--- src/rtl/arb_pkg.sv ---
// rtl/arb_pkg.sv - shared types and constants for the DMA memory arbiter
//
// Purpose: arbiter FSM state encoding and burst-source constants.
// Ports:   none (package).
// Config:  none here; see dma_mem_arbiter.sv for DMA_ARB_RR_EN.
package arb_pkg;

  typedef enum logic [1:0] {
    ARB_IDLE = 2'b00,
    ARB_RD   = 2'b01,
    ARB_WR   = 2'b10,
    ARB_DONE = 2'b11
  } arb_state_t;

  // Identifies which requester owns (or last owned) the memory bus.
  localparam logic ARB_SRC_RD = 1'b0;
  localparam logic ARB_SRC_WR = 1'b1;

endpackage

--- src/rtl/dma_mem_arbiter_if.sv ---
// rtl/dma_mem_arbiter_if.sv - requester and memory bus bundle for dma_mem_arbiter
//
// Purpose: groups the read-requester, write-requester and memory-side signals.
// Ports (signals):
//   rd_ask_i/rd_addr_i/rd_len_i -> rd_grant_o/rd_valid_o/rd_data_o/rd_done_o
//   wr_ask_i/wr_addr_i/wr_len_i/wr_data_i -> wr_ready_o/wr_grant_o/wr_done_o
//   mem_req_o/mem_we_o/mem_addr_o/mem_wdata_o <- mem_ack_i/mem_rdata_i
// Modports: slave = arbiter view, master = requesters + memory view.
interface dma_mem_arbiter_if #(
  parameter int ADDR_W = 32,
  parameter int DATA_W = 32,
  parameter int LEN_W  = 4
);
  logic              rd_ask_i;
  logic [ADDR_W-1:0] rd_addr_i;
  logic [LEN_W-1:0]  rd_len_i;
  logic              rd_grant_o;
  logic              rd_valid_o;
  logic [DATA_W-1:0] rd_data_o;
  logic              rd_done_o;

  logic              wr_ask_i;
  logic [ADDR_W-1:0] wr_addr_i;
  logic [LEN_W-1:0]  wr_len_i;
  logic [DATA_W-1:0] wr_data_i;
  logic              wr_ready_o;
  logic              wr_grant_o;
  logic              wr_done_o;

  logic              mem_req_o;
  logic              mem_we_o;
  logic [ADDR_W-1:0] mem_addr_o;
  logic [DATA_W-1:0] mem_wdata_o;
  logic              mem_ack_i;
  logic [DATA_W-1:0] mem_rdata_i;

  modport slave (
    input  rd_ask_i, rd_addr_i, rd_len_i,
    input  wr_ask_i, wr_addr_i, wr_len_i, wr_data_i,
    input  mem_ack_i, mem_rdata_i,
    output rd_grant_o, rd_valid_o, rd_data_o, rd_done_o,
    output wr_ready_o, wr_grant_o, wr_done_o,
    output mem_req_o, mem_we_o, mem_addr_o, mem_wdata_o
  );

  modport master (
    output rd_ask_i, rd_addr_i, rd_len_i,
    output wr_ask_i, wr_addr_i, wr_len_i, wr_data_i,
    output mem_ack_i, mem_rdata_i,
    input  rd_grant_o, rd_valid_o, rd_data_o, rd_done_o,
    input  wr_ready_o, wr_grant_o, wr_done_o,
    input  mem_req_o, mem_we_o, mem_addr_o, mem_wdata_o
  );
endinterface

--- src/rtl/arb_beat_ctr.sv ---
// rtl/arb_beat_ctr.sv - burst beat counter and address stepper
//
// Purpose: latches start address and beats-1 on i_load, then on each i_adv
//          steps the address by STRIDE bytes (wrapping) and counts the beat.
// Ports:
//   clk, reset   clock, synchronous active-high reset
//   i_load       capture i_addr / i_len, clear the beat count
//   i_addr       burst start address
//   i_len        burst beats-1
//   i_adv        one beat accepted
//   o_addr       current beat address (unmasked)
//   o_last       current beat is the final one of the burst
module arb_beat_ctr #(
  parameter int ADDR_W = 32,
  parameter int LEN_W  = 4,
  parameter int STRIDE = 4
) (
  input  logic              clk,
  input  logic              reset,
  input  logic              i_load,
  input  logic [ADDR_W-1:0] i_addr,
  input  logic [LEN_W-1:0]  i_len,
  input  logic              i_adv,
  output logic [ADDR_W-1:0] o_addr,
  output logic              o_last
);
  logic [ADDR_W-1:0] r_addr;
  logic [LEN_W-1:0]  r_len;
  logic [LEN_W-1:0]  r_cnt;

  always_ff @(posedge clk) begin
    if (reset) begin
      r_addr <= '0;
      r_len  <= '0;
      r_cnt  <= '0;
    end else if (i_load) begin
      r_addr <= i_addr;
      r_len  <= i_len;
      r_cnt  <= '0;
    end else if (i_adv) begin
      r_addr <= r_addr + ADDR_W'(STRIDE);
      r_cnt  <= r_cnt + LEN_W'(1);
    end
  end

  assign o_addr = r_addr;
  assign o_last = (r_cnt == r_len);
endmodule

--- src/rtl/dma_mem_arbiter.sv ---
// rtl/dma_mem_arbiter.sv - read/write DMA requester arbiter for one memory port
//
// Purpose: grants the read or write DMA FSM, runs its burst beat by beat on
//          the memory bus, then pulses the matching done for one cycle.
// Ports:
//   clk, reset   clock, synchronous active-high reset
//   bus          dma_mem_arbiter_if.slave (requesters + memory bus)
// Config macro: DMA_ARB_RR_EN - on conflict, the requester not served last
//               wins; undefined means read always wins.
module dma_mem_arbiter
  import arb_pkg::*;
#(
  parameter int ADDR_W = 32,
  parameter int DATA_W = 32,
  parameter int LEN_W  = 4
) (
  input logic              clk,
  input logic              reset,
  dma_mem_arbiter_if.slave bus
);
  localparam int STRIDE = DATA_W / 8;
  // Beat addresses are always aligned to the beat width.
  localparam logic [ADDR_W-1:0] ADDR_MASK = ~ADDR_W'(STRIDE - 1);

  arb_state_t        r_state;
  arb_state_t        w_state_nxt;
  // Owner of the current/last burst; in round-robin mode it is also the
  // last-served flag. Resets to write so read wins the first conflict.
  logic              r_src;
  logic              w_src_nxt;
  logic              r_rd_valid;
  logic [DATA_W-1:0] r_rd_data;

  logic              w_busy;
  logic              w_pick_rd;
  logic              w_load;
  logic [ADDR_W-1:0] w_ld_addr;
  logic [LEN_W-1:0]  w_ld_len;
  logic              w_adv;
  logic              w_last;
  logic [ADDR_W-1:0] w_beat_addr;

  assign w_busy = (r_state == ARB_RD) || (r_state == ARB_WR);
  // An ack outside a burst is not a beat.
  assign w_adv  = w_busy && bus.mem_ack_i;

`ifdef DMA_ARB_RR_EN
  assign w_pick_rd = bus.rd_ask_i && (!bus.wr_ask_i || (r_src == ARB_SRC_WR));
`else
  assign w_pick_rd = bus.rd_ask_i;
`endif

  arb_beat_ctr #(
    .ADDR_W (ADDR_W),
    .LEN_W  (LEN_W),
    .STRIDE (STRIDE)
  ) u_beat_ctr (
    .clk    (clk),
    .reset  (reset),
    .i_load (w_load),
    .i_addr (w_ld_addr),
    .i_len  (w_ld_len),
    .i_adv  (w_adv),
    .o_addr (w_beat_addr),
    .o_last (w_last)
  );

  always_ff @(posedge clk) begin
    if (reset) begin
      r_state    <= ARB_IDLE;
      r_src      <= ARB_SRC_WR;
      r_rd_valid <= 1'b0;
      r_rd_data  <= '0;
    end else begin
      r_state    <= w_state_nxt;
      r_src      <= w_src_nxt;
      r_rd_valid <= bus.mem_ack_i && (r_state == ARB_RD);
      if (bus.mem_ack_i && (r_state == ARB_RD)) begin
        r_rd_data <= bus.mem_rdata_i;
      end
    end
  end

  always_comb begin
    w_state_nxt     = r_state;
    w_src_nxt       = r_src;
    w_load          = 1'b0;
    w_ld_addr       = bus.rd_addr_i;
    w_ld_len        = bus.rd_len_i;
    bus.rd_grant_o  = 1'b0;
    bus.wr_grant_o  = 1'b0;
    bus.rd_done_o   = 1'b0;
    bus.wr_done_o   = 1'b0;
    bus.wr_ready_o  = 1'b0;
    bus.mem_req_o   = 1'b0;
    bus.mem_we_o    = 1'b0;
    bus.mem_addr_o  = '0;
    bus.mem_wdata_o = '0;
    bus.rd_valid_o  = r_rd_valid;
    bus.rd_data_o   = r_rd_data;

    case (r_state)
      ARB_IDLE: begin
        if (w_pick_rd) begin
          w_state_nxt = ARB_RD;
          w_src_nxt   = ARB_SRC_RD;
          w_load      = 1'b1;
        end else if (bus.wr_ask_i) begin
          w_state_nxt = ARB_WR;
          w_src_nxt   = ARB_SRC_WR;
          w_load      = 1'b1;
          w_ld_addr   = bus.wr_addr_i;
          w_ld_len    = bus.wr_len_i;
        end
      end
      ARB_RD: begin
        bus.rd_grant_o = 1'b1;
        bus.mem_req_o  = 1'b1;
        bus.mem_addr_o = w_beat_addr & ADDR_MASK;
        if (bus.mem_ack_i && w_last) begin
          w_state_nxt = ARB_DONE;
        end
      end
      ARB_WR: begin
        bus.wr_grant_o  = 1'b1;
        bus.mem_req_o   = 1'b1;
        bus.mem_we_o    = 1'b1;
        bus.mem_addr_o  = w_beat_addr & ADDR_MASK;
        bus.mem_wdata_o = bus.wr_data_i;
        bus.wr_ready_o  = bus.mem_ack_i;
        if (bus.mem_ack_i && w_last) begin
          w_state_nxt = ARB_DONE;
        end
      end
      ARB_DONE: begin
        bus.rd_done_o = (r_src == ARB_SRC_RD);
        bus.wr_done_o = (r_src == ARB_SRC_WR);
        w_state_nxt   = ARB_IDLE;
      end
      default: w_state_nxt = ARB_IDLE;
    endcase
  end
endmodule

--- src/flat_wrapper.sv ---
// flat-port wrapper written by rule: the top's interface ports become plain ports
module dma_mem_arbiter_flat import arb_pkg::*;
#(
  parameter int ADDR_W = 32,
  parameter int DATA_W = 32,
  parameter int LEN_W  = 4
)
  (clk, reset, bus_rd_ask_i, bus_rd_addr_i, bus_rd_len_i, bus_wr_ask_i, bus_wr_addr_i, bus_wr_len_i, bus_wr_data_i, bus_mem_ack_i, bus_mem_rdata_i, bus_rd_grant_o, bus_rd_valid_o, bus_rd_data_o, bus_rd_done_o, bus_wr_ready_o, bus_wr_grant_o, bus_wr_done_o, bus_mem_req_o, bus_mem_we_o, bus_mem_addr_o, bus_mem_wdata_o);
  dma_mem_arbiter_if #(.ADDR_W(ADDR_W), .DATA_W(DATA_W), .LEN_W(LEN_W)) bus_i ();
  input logic clk;
  input logic reset;
  input wire logic [$bits(bus_i.rd_ask_i)-1:0] bus_rd_ask_i;
  input wire logic [$bits(bus_i.rd_addr_i)-1:0] bus_rd_addr_i;
  input wire logic [$bits(bus_i.rd_len_i)-1:0] bus_rd_len_i;
  input wire logic [$bits(bus_i.wr_ask_i)-1:0] bus_wr_ask_i;
  input wire logic [$bits(bus_i.wr_addr_i)-1:0] bus_wr_addr_i;
  input wire logic [$bits(bus_i.wr_len_i)-1:0] bus_wr_len_i;
  input wire logic [$bits(bus_i.wr_data_i)-1:0] bus_wr_data_i;
  input wire logic [$bits(bus_i.mem_ack_i)-1:0] bus_mem_ack_i;
  input wire logic [$bits(bus_i.mem_rdata_i)-1:0] bus_mem_rdata_i;
  output wire logic [$bits(bus_i.rd_grant_o)-1:0] bus_rd_grant_o;
  output wire logic [$bits(bus_i.rd_valid_o)-1:0] bus_rd_valid_o;
  output wire logic [$bits(bus_i.rd_data_o)-1:0] bus_rd_data_o;
  output wire logic [$bits(bus_i.rd_done_o)-1:0] bus_rd_done_o;
  output wire logic [$bits(bus_i.wr_ready_o)-1:0] bus_wr_ready_o;
  output wire logic [$bits(bus_i.wr_grant_o)-1:0] bus_wr_grant_o;
  output wire logic [$bits(bus_i.wr_done_o)-1:0] bus_wr_done_o;
  output wire logic [$bits(bus_i.mem_req_o)-1:0] bus_mem_req_o;
  output wire logic [$bits(bus_i.mem_we_o)-1:0] bus_mem_we_o;
  output wire logic [$bits(bus_i.mem_addr_o)-1:0] bus_mem_addr_o;
  output wire logic [$bits(bus_i.mem_wdata_o)-1:0] bus_mem_wdata_o;
  assign bus_i.rd_ask_i = bus_rd_ask_i;
  assign bus_i.rd_addr_i = bus_rd_addr_i;
  assign bus_i.rd_len_i = bus_rd_len_i;
  assign bus_i.wr_ask_i = bus_wr_ask_i;
  assign bus_i.wr_addr_i = bus_wr_addr_i;
  assign bus_i.wr_len_i = bus_wr_len_i;
  assign bus_i.wr_data_i = bus_wr_data_i;
  assign bus_i.mem_ack_i = bus_mem_ack_i;
  assign bus_i.mem_rdata_i = bus_mem_rdata_i;
  assign bus_rd_grant_o = bus_i.rd_grant_o;
  assign bus_rd_valid_o = bus_i.rd_valid_o;
  assign bus_rd_data_o = bus_i.rd_data_o;
  assign bus_rd_done_o = bus_i.rd_done_o;
  assign bus_wr_ready_o = bus_i.wr_ready_o;
  assign bus_wr_grant_o = bus_i.wr_grant_o;
  assign bus_wr_done_o = bus_i.wr_done_o;
  assign bus_mem_req_o = bus_i.mem_req_o;
  assign bus_mem_we_o = bus_i.mem_we_o;
  assign bus_mem_addr_o = bus_i.mem_addr_o;
  assign bus_mem_wdata_o = bus_i.mem_wdata_o;
  dma_mem_arbiter #(.ADDR_W(ADDR_W), .DATA_W(DATA_W), .LEN_W(LEN_W)) u_core (.clk(clk), .reset(reset), .bus(bus_i));
endmodule
--- config.mk ---
export PLATFORM = sky130hd
export DESIGN_NAME = dma_mem_arbiter_flat
export DESIGN_NICKNAME = d
export VERILOG_FILES = /design/src/rtl/arb_pkg.sv /design/src/rtl/dma_mem_arbiter_if.sv /design/src/rtl/arb_beat_ctr.sv /design/src/rtl/dma_mem_arbiter.sv /design/src/flat_wrapper.sv
export SDC_FILE = /design/constraint.sdc
export NUM_CORES = 1
export LEC_CHECK = 0
export ABC_AREA = 1
export CAP_MARGIN = 30
export CORE_ASPECT_RATIO = 1.2
export CORE_MARGIN = 1
export CORE_UTILIZATION = 44
export DETAILED_ROUTE_END_ITERATION = 8
export PLACE_DENSITY = 0.88
export SLEW_MARGIN = 0
export SYNTH_ARGS = -nofsm -noshare
export SYNTH_HDL_FRONTEND = slang
export SYNTH_SLANG_ARGS = --single-unit
--- constraint.sdc ---
create_clock -name clk -period 2.9 [get_ports clk]
set_input_delay 0.29 -clock clk [delete_from_list [all_inputs] [get_ports clk]]
set_output_delay 0.29 -clock clk [all_outputs]
set_load 0.1 [all_outputs]
==> Implementation_results.wiki <==
{| class="wikitable"
! Metric !! Value
|-
| CTS H-tree lvls || 3
|-
| Beginning of the critical path || u_core.r_state[0]
|-
| Height of the die || roughly 120 um
|-
| Busiest grt layer || met2
|-
| Worst Path Required || about 2.6 ns
|-
| Number of instances in the placed design || ~1.1k
|-
| Post-route core utilization || between 70% and 80%
|-
| Number of endpoints failing setup at the final stage || 0
|-
| Ordered cell list for the critical path || inv_1 > ha_1 > buf_4 > nand2_1 > inv_1 > buf_12
|-
| Total Wirelength || 16210 um
|-
| Number of vias per cell || 5.038
|-
| Synth Instances || approximately 800
|-
| Non-filler cells in the finished layout || between 1k and 1.5k
|-
| Number of cell instances on the worst register-to-register path || 8
|-
| Achievable Freq || 0.4628 GHz
|-
| Clock sink total || 74
|-
| Number of buffers added by the clock tree synthesis step || 9
|-
| Distinct cell type count of the synthesized netlist || 35
|-
| Number of hold buffers added after CTS || 0
|-
| Worst reg2reg path endpoint || u_core.u_beat_ctr.r_cnt[3]
|-
| I/O Pins || 245
|-
| Power per Cell Area || 1055 nW/um^2
|-
| Category of the worst setup path capture point || output pin
|-
| Antenna violations before repair || 0
|-
| Placement row count || 41
|-
| First-pass GRT wire length || roughly 25000 um
|-
| Routed wire length per instance || around 14 um
|-
| Count of vias placed by the detailed router || slightly below 6k
|-
| Tcrit/Tclk final || between 70 and 80%
|-
| Area growth from synthesis to layout || 64.33%
|-
| Number of max-slew violations in the final report || 0
|-
| Grt met2 use || 52.63%
|-
| Number of hold violations in the final report || 0
|-
| Number of maximum-capacitance constraint violations || 0
|-
| CTS resizes || 0
|-
| Number of remaining DRC errors || 0
|-
| Post-CTS Repair Setup Buffers || 0
|-
| Worst slew pin tran || ~0.55 ns
|-
| RR Startpoint || u_core.r_state[0]
|-
| Worst-case clock buffer depth || 2
|-
| Cell type with the highest occurrence count on the critical path || inv_1
|-
| Detailed router's first-iteration violation count || roughly 350
|-
| Placed wire-length estimate after detailed placement || between 10000 and 15000 um
|-
| RSZ-0062 raised after global routing || no
|-
| Critical Path Slowest Stage Cell || buf_4
|-
| Type of the most critical hold path || flip-flop to flip-flop
|-
| Maximum VDD drop || 0.6501 mV
|-
| Capturing instance or port of the critical path || bus_mem_addr_o[6]
|-
| Starting Density || 45.15%
|-
| Crit path launch type || flip-flop
|-
| Met3 track demand over resource in global routing || 6.824%
|-
| N_diodes || 0
|-
| Share of final-layout standard cells stronger than drive strength 1 || 14.91%
|-
| Clock Pin Slew Worst Setup and Hold Paths || 0.06 ns
|-
| Kind of critical path || flip-flop to output pin
|-
| Largest stage delay on the critical path || between 0.3 and 0.4 ns
|-
| Worst-Skew Late Latency || approximately 0.33 ns
|-
| Post-detailed-route count of antenna-violating nets || 0
|-
| Arrival time at the worst endpoint || ~1.9 ns
|-
| GR Util All Layers || approximately 29%
|-
| Remaining Overflow, GRT || 0
|-
| Mean instance size in the synthesized netlist || roughly 6 um^2
|-
| Port Buffer Count || between 200 and 250
|-
| Mapped cell area || between 4000 and 5000 um^2
|-
| Placer Congestion || 0.9621
|-
| Clock Tree Root || clkbuf_16
|-
| Post-layout nets || 1169
|-
| Die Outline Area || approximately 11000 um^2
|-
| Width of the die || 96.60 um
|-
| Pin count of the biggest net entering global routing || 45
|-
| TritonCTS clock tree || yes
|-
| #FFs+latches synth || 74
|-
| Worst-case register-to-register setup slack || between 0.9 and 1 ns
|-
| Top fanout value on the critical path || 33
|-
| Core footprint || 10470 um^2
|-
| Leakage power summed over all cells || 3.673 nW
|-
| Minimum clock period after layout || ~2.2 ns
|-
| Portion of the post-synthesis area used by sequential elements || a little under a third
|-
| Total iterations of the first detailed-routing run || 5
|-
| Relative slew margins || 63.38%
|-
| Most frequent cells in the layout || 186 x nand2_1, 154 x nor2_1, 136 x clkdlybuf4s50_1
|-
| Clock skew || 0.007251 ns
|-
| Most common cell after layout, fill and taps aside || nand2_1
|-
| Sum of negative setup slack || 0 ns
|-
| Total of warnings raised by yosys || 0
|-
| Status || completed
|-
| Number of global-route vias before repair || between 5k and 6k
|-
| Global routing usage on met1 || ~32%
|}
-- logic make-up after synthesis --
logic type / Yosys count / share of synthesized area, %
simple gates: 413 / 36.26
other cells: 1 / 0.07937
fa+ha+maj: 7 / 1.854
flops: 74 / 31.36
compound gates: 146 / 16.18
buf+inv: 157 / 13.53
xor+xnor: 4 / 0.7417
-- cell type report --
| cell class | instances | area, um^2 |
|---|---|---|
| Timing Repair Buffer | 249 | 2810 |
| Multi-Input combinational cell | 572 | 2608 |
| Inverter | 115 | 431.7 |
| Sequential cell | 74 | 1481 |
| Clock buffer | 10 | 229.0 |
| Fill cell | 795 | 2701 |
| Tap cell | 129 | 161.4 |
| Clock inverter | 6 | 42.54 |
-- critical path: cells and delay by family (launching register included) --
kind / cells / cell delay, ns
buffers and inverters: 4 / 0.75
flip-flops: 1 / 0.35
adder cells (fa/ha/maj): 1 / 0.32
AND/OR/NAND/NOR: 1 / 0.12
-- synth_stat cells --
| library cell | n | area share [%] |
|---|---|---|
| nand2_1 | 186 | 15 |
| nor2_1 | 154 | 12 |
| inv_1 | 108 | 8.6 |
| o21ai_0 | 78 | 8.3 |
| dfxtp_1 | 74 | 31 |
| nand3_1 | 42 | 4.4 |
| a21oi_1 | 34 | 3.6 |
| clkbuf_1 | 24 | 1.9 |
| o21ai_1 | 22 | 2.3 |
| buf_2 | 10 | 1.1 |
| ha_1 | 7 | 1.9 |
| buf_4 | 6 | 0.95 |
| inv_2 | 6 | 0.48 |
| nor2_4 | 6 | 1.4 |
| nand4_1 | 5 | 0.66 |
| nor3_1 | 5 | 0.53 |
| or2_2 | 4 | 0.53 |
| nand2_2 | 3 | 0.40 |
| nor2_2 | 3 | 0.40 |
| o22ai_1 | 3 | 0.40 |
| xnor2_1 | 3 | 0.56 |
| a211oi_1 | 2 | 0.32 |
| a31oi_1 | 2 | 0.26 |
| and2_1 | 2 | 0.26 |
| buf_6 | 2 | 0.48 |
| o21a_1 | 2 | 0.32 |
| clkinv_1 | 1 | 0.079 |
| conb_1 | 1 | 0.079 |
| nand2_4 | 1 | 0.24 |
| nand3_2 | 1 | 0.21 |
| nor4_1 | 1 | 0.13 |
| o211ai_1 | 1 | 0.16 |
| o21ai_4 | 1 | 0.34 |
| o32ai_1 | 1 | 0.19 |
| xor2_1 | 1 | 0.19 |
-- metrics by stage --
stage	total power, mW	setup WS [ns]	instance area, um^2	hold slack (ns)
finish	8.192	0.7390	7764	0.4793
CTS	8.189	0.7251	7764	0.4844
global placement	7.084	0.7803	7492	0.4633
floorplan	5.531	0.1017	4728	0.4512
detailed placement	7.151	0.7728	7492	0.4713
global route	8.613	0.5926	7764	0.5137
-- worst min-delay path by stage --
stage                                             to  cells past startpoint  slack [ns]                       start
final                     u_core.u_beat_ctr.r_len[2]                      2        0.48  u_core.u_beat_ctr.r_len[2]
after global routing        u_core.bus.rd_data_o[12]                      2        0.51    u_core.bus.rd_data_o[12]
after global placement       u_core.bus.rd_data_o[2]                      2        0.46     u_core.bus.rd_data_o[2]
after floorplan                         u_core.r_src                      2        0.45                u_core.r_src
after CTS                 u_core.u_beat_ctr.r_len[2]                      2        0.48  u_core.u_beat_ctr.r_len[2]
after detailed placement  u_core.u_beat_ctr.r_len[2]                      2        0.47  u_core.u_beat_ctr.r_len[2]
-- report_power, final --
| group | total, mW | internal [mW] | switching, mW |
|---|---|---|---|
| clock | 1.03 | 0.581 | 0.446 |
| combinational | 5.53 | 1.59 | 3.94 |
| sequential | 1.63 | 1.32 | 0.312 |
| total | 8.19 | 3.49 | 4.70 |
-- metal layers --
| metal | share of wire (%) | vias up |
|---|---|---|
| li1 | - | 2918 |
| met1 | 37 | 2586 |
| met2 | 51 | 263 |
| met3 | 8.3 | 52 |
| met4 | 3.5 | 0 |
| met5 | 0 | - |
-- flip-flops by register name, indices dropped and copies added, names as in the netlist --
| signal | cells |
|---|---|
| u_core.bus.rd_data_o | 32 |
| u_core.bus.rd_valid_o | 1 |
| u_core.r_src | 1 |
| u_core.r_state | 2 |
| u_core.u_beat_ctr.o_addr | 30 |
| u_core.u_beat_ctr.r_cnt | 4 |
| u_core.u_beat_ctr.r_len | 4 |
Note: power is estimated with default switching activity, not from simulation.
